$ cat src/rtl/mv_to_code.sv
// mv_to_code: converts a requested voltage in millivolts into a converter code.
//
// The requested voltage is clamped to the full-scale reference. It is then
// scaled to either a 12-bit XADC-style code (/4096) or an 8-bit DAC code (/256),
// rounding half up. The division uses a 24-cycle restoring divider that
// resolves one quotient bit per clock, MSB first.
//
// Ports
//   clk        in   system clock, rising edge
//   reset_n    in   asynchronous active-low reset
//   in_valid   in   request strobe qualifying mv_in / sel_dac
//   in_ready   out  high only while a request can be accepted (IDLE)
//   mv_in      in   [15:0] requested voltage in mV, unsigned
//   sel_dac    in   0 = 12-bit code (/4096), 1 = 8-bit code (/256)
//   out_valid  out  result available, held until out_ready
//   out_ready  in   consumer accepts the result
//   code_out   out  [11:0] result code, bits [11:8] zero in DAC mode
//   clamped    out  input exceeded full scale or rounded code saturated
//   busy       out  high in DIVIDE or DONE
//
// state  | meaning
// IDLE   | waiting for in_valid while in_ready is high
// DIVIDE | 24 restoring-division steps on the captured numerator
// DONE   | result presented on code_out/clamped, waiting for out_ready

module mv_to_code #(
    parameter int FULL_SCALE_MV = 3300
) (
    input  logic        clk,
    input  logic        reset_n,
    input  logic        in_valid,
    output logic        in_ready,
    input  logic [15:0] mv_in,
    input  logic        sel_dac,
    output logic        out_valid,
    input  logic        out_ready,
    output logic [11:0] code_out,
    output logic        clamped,
    output logic        busy
);

    typedef enum logic [1:0] {
        IDLE   = 2'd0,
        DIVIDE = 2'd1,
        DONE   = 2'd2
    } state_t;

    localparam logic [15:0] FS_MV   = 16'(FULL_SCALE_MV);
    localparam logic [23:0] HALF_FS = 24'(FULL_SCALE_MV / 2);
    localparam logic [4:0]  LAST_STEP = 5'd23;

    state_t      state_q;
    logic [23:0] num_q;
    logic [23:0] quo_q;
    logic [15:0] rem_q;
    logic [4:0]  cnt_q;
    logic        dac_q;
    logic        over_q;
    logic        in_ready_q;
    logic        out_valid_q;
    logic        busy_q;
    logic [11:0] code_q;
    logic        clamped_q;

    logic [15:0] mv_sat_d;
    logic [23:0] num_d;
    logic [16:0] trial_d;
    logic [16:0] diff_d;
    logic        ge_d;
    logic [15:0] rem_d;
    logic [23:0] quo_d;
    logic [11:0] code_d;
    logic        sat_d;

    // Numerator for the incoming request, built from the live inputs so it
    // can be loaded on the accepting edge.
    always_comb begin
        mv_sat_d = (mv_in > FS_MV) ? FS_MV : mv_in;
        if (sel_dac) begin
            num_d = ({8'd0, mv_sat_d} << 8) + HALF_FS;
        end else begin
            num_d = ({8'd0, mv_sat_d} << 12) + HALF_FS;
        end
    end

    // One restoring-division step: shift the next numerator bit into the
    // partial remainder and subtract the divisor if it fits.
    always_comb begin
        trial_d = {rem_q, num_q[23]};
        ge_d    = (trial_d >= {1'b0, FS_MV});
        diff_d  = trial_d - {1'b0, FS_MV};
        rem_d   = ge_d ? diff_d[15:0] : trial_d[15:0];
        quo_d   = {quo_q[22:0], ge_d};
    end

    // Saturation of the completed quotient. This is only meaningful on the
    // last step, where quo_d holds all 24 bits.
    always_comb begin
        code_d = 12'd0;
        sat_d  = 1'b0;
        if (dac_q) begin
            if (quo_d > 24'd255) begin
                code_d = 12'd255;
                sat_d  = 1'b1;
            end else begin
                code_d = {4'd0, quo_d[7:0]};
            end
        end else begin
            if (quo_d > 24'd4095) begin
                code_d = 12'd4095;
                sat_d  = 1'b1;
            end else begin
                code_d = quo_d[11:0];
            end
        end
    end

    always_ff @(posedge clk or negedge reset_n) begin
        if (!reset_n) begin
            state_q     <= IDLE;
            num_q       <= '0;
            quo_q       <= '0;
            rem_q       <= '0;
            cnt_q       <= '0;
            dac_q       <= 1'b0;
            over_q      <= 1'b0;
            in_ready_q  <= 1'b0;
            out_valid_q <= 1'b0;
            busy_q      <= 1'b0;
            code_q      <= '0;
            clamped_q   <= 1'b0;
        end else begin
            case (state_q)
                IDLE: begin
                    // in_ready comes up one edge after reset release, so a
                    // request is never taken on that first edge.
                    in_ready_q <= 1'b1;
                    if (in_ready_q && in_valid) begin
                        num_q      <= num_d;
                        quo_q      <= '0;
                        rem_q      <= '0;
                        cnt_q      <= '0;
                        dac_q      <= sel_dac;
                        over_q     <= (mv_in > FS_MV);
                        in_ready_q <= 1'b0;
                        busy_q     <= 1'b1;
                        state_q    <= DIVIDE;
                    end
                end
                DIVIDE: begin
                    num_q <= {num_q[22:0], 1'b0};
                    rem_q <= rem_d;
                    quo_q <= quo_d;
                    cnt_q <= cnt_q + 5'd1;
                    if (cnt_q == LAST_STEP) begin
                        code_q      <= code_d;
                        clamped_q   <= over_q | sat_d;
                        out_valid_q <= 1'b1;
                        state_q     <= DONE;
                    end
                end
                DONE: begin
                    if (out_ready) begin
                        out_valid_q <= 1'b0;
                        busy_q      <= 1'b0;
                        in_ready_q  <= 1'b1;
                        state_q     <= IDLE;
                    end
                end
                default: begin
                    in_ready_q  <= 1'b0;
                    out_valid_q <= 1'b0;
                    busy_q      <= 1'b0;
                    state_q     <= IDLE;
                end
            endcase
        end
    end

    assign in_ready  = in_ready_q;
    assign out_valid = out_valid_q;
    assign busy      = busy_q;
    assign code_out  = code_q;
    assign clamped   = clamped_q;

endmodule

$ cat config.mk
export PLATFORM = sky130hd
export DESIGN_NAME = mv_to_code
export DESIGN_NICKNAME = d
export VERILOG_FILES = /design/src/rtl/mv_to_code.sv
export SDC_FILE = /design/constraint.sdc
export NUM_CORES = 1
export LEC_CHECK = 0
export CAP_MARGIN = 10
export CORE_MARGIN = 4
export CORE_UTILIZATION = 58
export CTS_CLUSTER_DIAMETER = 120
export CTS_CLUSTER_SIZE = 25
export DETAILED_ROUTE_END_ITERATION = 8
export GPL_ROUTABILITY_DRIVEN = 1
export PLACE_DENSITY = 0.8
export SYNTH_ARGS = -nofsm -noshare
export SYNTH_HDL_FRONTEND = slang
export SYNTH_SLANG_ARGS = --single-unit
$ cat constraint.sdc
create_clock -name clk -period 2.5 [get_ports clk]
set_input_delay 0.375 -clock clk [delete_from_list [all_inputs] [get_ports clk]]
set_output_delay 0.375 -clock clk [all_outputs]
set_load 0.01 [all_outputs]
==> flow_summary.yaml, run 1 <==
run_status:
  outcome: "finished, final reports clean"
cells_and_area:
  multi_input_area_um2: 2036
  fill_cells: 538
  num_antenna_cells: 0
  stdcell_count: 628
  drive_gt1_share_pct: 13.61
  regArea_um2: 2177
  area_growth_pct: 20.76
  layout_common_cells: "98 x nand2_1, 87 x dfrtp_1, 51 x o21ai_0, 36 x buf_4, 33 x clkdlybuf4s50_1"
  mostFrequentLayoutCell: "nand2_1"
  nets: 549
worst_setup_path:
  required_ns: 2.74
  start_kind: "input port"
  cp.arrival_ns: 2.59
  path_max_fanout: 3
  end_kind: "register"
  worstSetupPathType: "input port to register"
routing:
  wl_per_cell_um: 15.67
  ant_nets: 0
  viasPerCell: 5.943
  vias: 3732
  first_pass_iters: 5
  wirelength_um: 9842
  drcViolationCount: 0
  dr.first_iter.drc_count: 244
logic_synthesis:
  avgSynthCellArea_um2: 9.217
  ys.warnings.count: 0
  ys_seq_area_share_pct: 50.58
  synth_fp_nets: 492
  synth_flop_cell: "dfrtp_1"
  yosys.area_share.adder_pct: 1.163
  synth_top_family_by_area: "simple AND/OR/NAND/NOR gates"
  syn_inst: 467
  ys_seq_elements: 87
  synth-simple-area-share_pct: 21.92
  syn_area_um2: 4304
  synth-edff-count: 0
  yosys.cell_types.count: 57
  synthXorXnorAreaFrac_pct: 1.424
  synth.area.mux_share_pct: 1.657
  synth_compound_area_share_pct: 19.94
  async_flop_share_pct: 100.0
placement:
  dp.cells: 611
  place.gp.congestion: 0.8869
  dp_hpwl_um: 6946
  post-place-ws_ns: -0.4216
  port-buffer-count: 36
cts:
  clk_latency_ns: 0.36
  cts-root-buf: "clkbuf_8"
  cts_tree: "built"
  cts_max_level: 3
  path_clk_slew_ns: 0.10
  cts_buffer_depth: 2
  cts_buffers: 9
  cts.sinks: 87
timing:
  setup_viol: 0
  period_share_pct: 93.79
  fmax_ghz: 0.4265
  maxSlewViolCount: 0
  tns_ns: 0
  tightest_slew_ns: 0.6000
  relSlewSlack_pct: 60.00
  final-hold-violation-count: 0
  rsz0062_at_grt: "no"
  period_minus_slack_ns: 2.345
  finalWorstSetupSlack_ns: 0.1553
  finalClockSkew_ns: 0.01087
grt:
  grt_pass1_wl_um: 16780
  overflow: 0
  antenna_found_initial: 0
  grt_pass1_vias: 3765
  grtUsageTotal_pct: 23.58
  grt_max_degree: 38
worst_hold_path:
  hold_path_class: "register to register"
die:
  die_x_um: 94.15
  die_h_um: 94.15
  core_area_um2: 7214
  num_io_pins: 37
  row_count: 31
  dieArea_um2: 8863
  initial_core_util_pct: 59.66
power_and_ir_drop:
  total_power_mw: 6.094
  p_leak_nw: 2.262
  ir_drop_v: 0.0005471
  power_density_nw_per_um2: 1172
flow_run:
  maxCapViolations: 0
cell usage after synthesis, types with 7 or more instances:
cell type  number  share of area, %
clkbuf_1       22               1.9
nand3_1        15               1.7
o22a_1          9               1.8
nand2_1        98               8.5
a21oi_1        19               2.2
nor3_1         12               1.4
o31ai_1         7               1.2
o21ai_0        51               5.9
nor2_1         29               2.5
dfrtp_1        87                51
inv_1           7              0.61
power by group:
| part | internal (mW) | switching [mW] | leakage, nW |
|---|---|---|---|
| registers | 2.07 | 0.560 | 1.07 |
| logic | 1.16 | 1.39 | 1.10 |
| clock network | 0.376 | 0.536 | 0.0879 |
| total | 3.61 | 2.49 | 2.26 |
worst max-delay path, cell delays in order:
cell and delay (ns):
clkdlybuf4s50_1 0.48, nand3_1 0.11, a211oi_2 0.34, nor2_2 0.08, nand2_1 0.11, ha_1 0.18, and3b_1 0.19, buf_4 0.14
nand3_1 0.08, xor2_1 0.14, a21oi_1 0.08, a211o_1 0.28
stage by stage:
| step | hold WS [ns] | instance area [um^2] | util [%] |
|---|---|---|---|
| finish | 0.4845 | 5197 | 72.04 |
| detailed placement | 0.3740 | 4976 | 68.97 |
| global route | 0.5134 | 5197 | 72.04 |
| CTS | 0.4910 | 5170 | 71.66 |
| global placement | 0.3728 | 4976 | 68.97 |
| floorplan | 0.07941 | 4313 | - |
state kept, by name, indices dropped and copies added (netlist names):
signal     count
busy           1
clamped        1
cnt_q          5
code_out      12
dac_q          1
in_ready       1
num_q         23
out_valid      1
over_q         1
quo_q         23
rem_q         16
state_q        2
cell type report:
type | instances | share of cell area [%]
flip-flops and latches | 87 | 41.89
multi-input cells | 346 | 39.17
repair buffers | 73 | 12.61
clock buffers | 10 | 2.455
well taps | 99 | 2.383
clock inverters | 6 | 0.9870
inverters | 7 | 0.5055
timing repair:
item                                    4_1_cts  5_1_grt
resized for setup                             1        6
hold endpoints to repair                     35        0
gates cloned                                  0        0
pin swaps                                     0        2
hold buffers                                  1        0
endpoints found under the setup margin        1        3
setup buffers                                 0        0
final timing paths:
path / start / endpoint / slack [ns] / depth (start not counted)
worst max-delay path: mv_in[5] / num_q[15] / 0.16 / 12
worst min-delay path: code_out[11] / code_out[11] / 0.48 / 2
worst max register to register: rem_q[2] / rem_q[14] / 0.17 / 8
worst min register to register: code_out[11] / code_out[11] / 0.48 / 2
max in group asynchronous: reset_n / cnt_q[0] / 1.39 / 3
min in group asynchronous: reset_n / quo_q[22] / 0.52 / 2
per-layer routing:
layer  routed length (um)  up-vias  global-route usage [%]
met5                    0        -                       0
met4                  121        0                   8.664
met3                  396       12                   4.327
met2                 5073       97                   40.13
met1                 4250     1828                   29.93
li1                     -     1795                       -
logic make-up after synthesis:
family / count (synthesis)
flip-flops: 87
buffers and inverters: 34
adder cells (fa/ha/maj): 4
multiplexers: 7
XOR/XNOR: 7
AO/OA/AOI/OAI: 131
AND/OR/NAND/NOR: 197
Note: power is estimated with default switching activity, not from simulation.
==> inputs of run 2 (changes only) <==
--- a/config.mk
+++ b/config.mk
@@ -11,7 +11,7 @@
 export CTS_CLUSTER_DIAMETER = 120
 export CTS_CLUSTER_SIZE = 25
 export DETAILED_ROUTE_END_ITERATION = 8
-export GPL_ROUTABILITY_DRIVEN = 1
+export GPL_ROUTABILITY_DRIVEN = 0
 export PLACE_DENSITY = 0.8
 export SYNTH_ARGS = -nofsm -noshare
 export SYNTH_HDL_FRONTEND = slang
==> results of run 2 <==
The final DEF is identical to that of run 1; final timing and power are the same.
==> inputs of run 3 (changes only) <==
--- a/config.mk
+++ b/config.mk
@@ -7,12 +7,12 @@
 export LEC_CHECK = 0
 export CAP_MARGIN = 10
 export CORE_MARGIN = 4
-export CORE_UTILIZATION = 58
+export CORE_UTILIZATION = 52
 export CTS_CLUSTER_DIAMETER = 120
 export CTS_CLUSTER_SIZE = 25
 export DETAILED_ROUTE_END_ITERATION = 8
 export GPL_ROUTABILITY_DRIVEN = 0
-export PLACE_DENSITY = 0.8
+export PLACE_DENSITY = 0.76
 export SYNTH_ARGS = -nofsm -noshare
 export SYNTH_HDL_FRONTEND = slang
 export SYNTH_SLANG_ARGS = --single-unit
==> constraint.sdc (replaced) <==
create_clock -name clk -period 1.9 [get_ports clk]
set_input_delay 0.285 -clock clk [delete_from_list [all_inputs] [get_ports clk]]
set_output_delay 0.285 -clock clk [all_outputs]
set_load 0.01 [all_outputs]
==> flow_summary.yaml, run 3 (synthesized netlist as in run 1, its figures left out) <==
run_status:
  violations: "setup timing"
  outcome: "complete, but fails checks"
die:
  initial_core_util_pct: 54.57
  row_count: 32
  core_area_um2: 7888
  die_x_um: 98.98
  num_io_pins: 37
  die_h_um: 98.98
  dieArea_um2: 9797
cells_and_area:
  reg_top3: "num_q (23), quo_q (23), rem_q (16)"
  layout_common_cells: "96 x nand2_1, 87 x dfrtp_1, 72 x buf_4, 48 x o21ai_0, 26 x nor2_1"
  fill_cells: 549
  mostFrequentLayoutCell: "nand2_1"
  nets: 592
  final_area_um2: 5713
  num_antenna_cells: 0
  drive_gt1_share_pct: 24.65
  area_growth_pct: 32.73
routing:
  wirelength_um: 11180
  dr.first_iter.drc_count: 252
  first_pass_iters: 5
  wl_per_cell_um: 16.58
  vias: 4049
  viasPerCell: 6.007
  ant_nets: 0
  drcViolationCount: 0
power_and_ir_drop:
  clock_power_share_pct: 13.8
  power_switching_mw: 3.537
  swShare_pct: 40.41
  ir_drop_v: 0.0006285
  seq_power_share_pct: 38.8
  total_power_mw: 8.752
  comb_power_share_pct: 47.3
  power_density_nw_per_um2: 1532
  p_leak_nw: 2.528
  intPower_mw: 5.215
placement:
  post-place-ws_ns: -0.7562
  dp_hpwl_um: 7392
  placed_area_um2: 5283
  port-buffer-count: 36
grt:
  grt_pass1_wl_um: 18810
  overflow: 0
  use_met1_pct: 30.23
  antenna_found_initial: 0
  grtUsageTotal_pct: 23.32
  use_met2_pct: 40.03
  grt.busiest_layer: "met2"
  grtUsageMet3_pct: 3.751
  grt_max_degree: 34
  grt_pass1_vias: 4030
timing:
  setup_viol: 19
  final-hold-violation-count: 0
  tightest_slew_ns: 0.3753
  period_share_pct: 115.0
  finalWorstSetupSlack_ns: -0.2859
  fmax_ghz: 0.4575
  rsz0062_at_grt: "yes"
  finalClockSkew_ns: 0.01800
  hold_ws_ns: 0.3819
  period_minus_slack_ns: 2.186
  maxSlewViolCount: 0
  relSlewSlack_pct: 74.93
  tns_ns: -2.337
cts:
  cts.sinks: 87
  cts-root-buf: "clkbuf_8"
  cts_buffers: 9
  path_clk_slew_ns: 0.09
  cts_max_level: 3
  cts_buffer_depth: 2
  cts_tree: "built"
  clk_latency_ns: 0.37
worst_setup_path:
  worstSetupPathType: "register to register"
  start_kind: "register"
  slowest_delay_ns: 0.49
  reg2reg_setup_slack_ns: -0.29
  path_buf_inv: 2
  path_max_fanout: 4
  cp.arrival_ns: 2.49
  cpLargestDelayFamily: "simple AND/OR/NAND/NOR gates"
  required_ns: 2.20
  crit_chain: "inv_2, ha_4, or4b_4, nor4_4, a221oi_4, buf_4, or4_4, nand2_1"
  end_kind: "register"
  crit_slowest_cell: "or4_4"
flow_run:
  maxCapViolations: 0
worst_hold_path:
  hold_path_class: "input port to async pin"
## run 3: cell count changes in the layout (fill, tap and decap cells not counted), sizes merged
| cell | before | now |
|---|---|---|
| clkdlybuf4s50 | 33 | 19 |
| clkdlybuf4s15 | 0 | 4 |
| dlygate4sd2 | 0 | 9 |
| buf | 37 | 83 |
| dlymetal6s2s | 2 | 0 |
## run 3: power by group through the flow
stage	registers (mW)	logic [mW]	clock network, mW
5_1_grt	3.50	4.63	1.30
2_1_floorplan	3.33	2.32	0
3_3_place_gp	3.35	3.65	0
3_5_place_dp	3.39	3.82	0
6_report	3.40	4.14	1.21
4_1_cts	3.37	4.03	1.22
## run 3: layout make-up
class	count	area (um^2)	area share, %
clock buffer	10	127.6	2.234
timing repair buffer	116	998.5	17.48
sequential	87	2177	38.11
clock inverter	6	51.30	0.8979
inverter	7	26.28	0.4599
tap	102	127.6	2.234
multi-input combinational	346	2205	38.59
## run 3: what timing repair did
| action | in CTS | in global routing |
|---|---|---|
| gates resized for setup | 58 | 15 |
| hold buffers | 1 | 0 |
| setup endpoints to repair | 20 | 21 |
| hold endpoints to repair | 24 | 0 |
| gates cloned | 0 | 0 |
| setup buffers | 13 | 5 |
| pin swaps | 23 | 17 |
## run 3: layer usage
metal / share of wire, % / routed length, um / vias to the layer above
li1: - / - / 1890
met1: 42 / 4750 / 2009
met2: 51 / 5695 / 128
met3: 4.6 / 509 / 22
met4: 2.0 / 222 / 0
met5: 0 / 0 / -
## run 3: worst register-to-register path: cells and delay by family (launching register included)
| family | cells | cell delay (ns) |
|---|---|---|
| compound gates | 1 | 0.14 |
| fa+ha+maj | 1 | 0.11 |
| buf+inv | 2 | 0.25 |
| flops | 1 | 0.40 |
| simple gates | 4 | 1.24 |
## run 3: through the flow
stage / util (%) / std cells
2_1_floorplan: - / 467
3_3_place_gp: 66.97 / 646
3_5_place_dp: 66.97 / 646
4_1_cts: 71.75 / 674
5_1_grt: 72.43 / 674
6_report: 72.43 / 674
## run 3: worst paths after layout
| kind | from | cells past startpoint | to |
|---|---|---|---|
| worst max-delay path | rem_q[2] | 8 | rem_q[14] |
| worst min-delay path | reset_n | 2 | rem_q[8] |
| worst max register to register | rem_q[2] | 8 | rem_q[14] |
| worst min register to register | code_out[10] | 2 | code_out[10] |
| max in group asynchronous | reset_n | 3 | num_q[15] |
| min in group clk | mv_in[15] | 4 | num_q[19] |
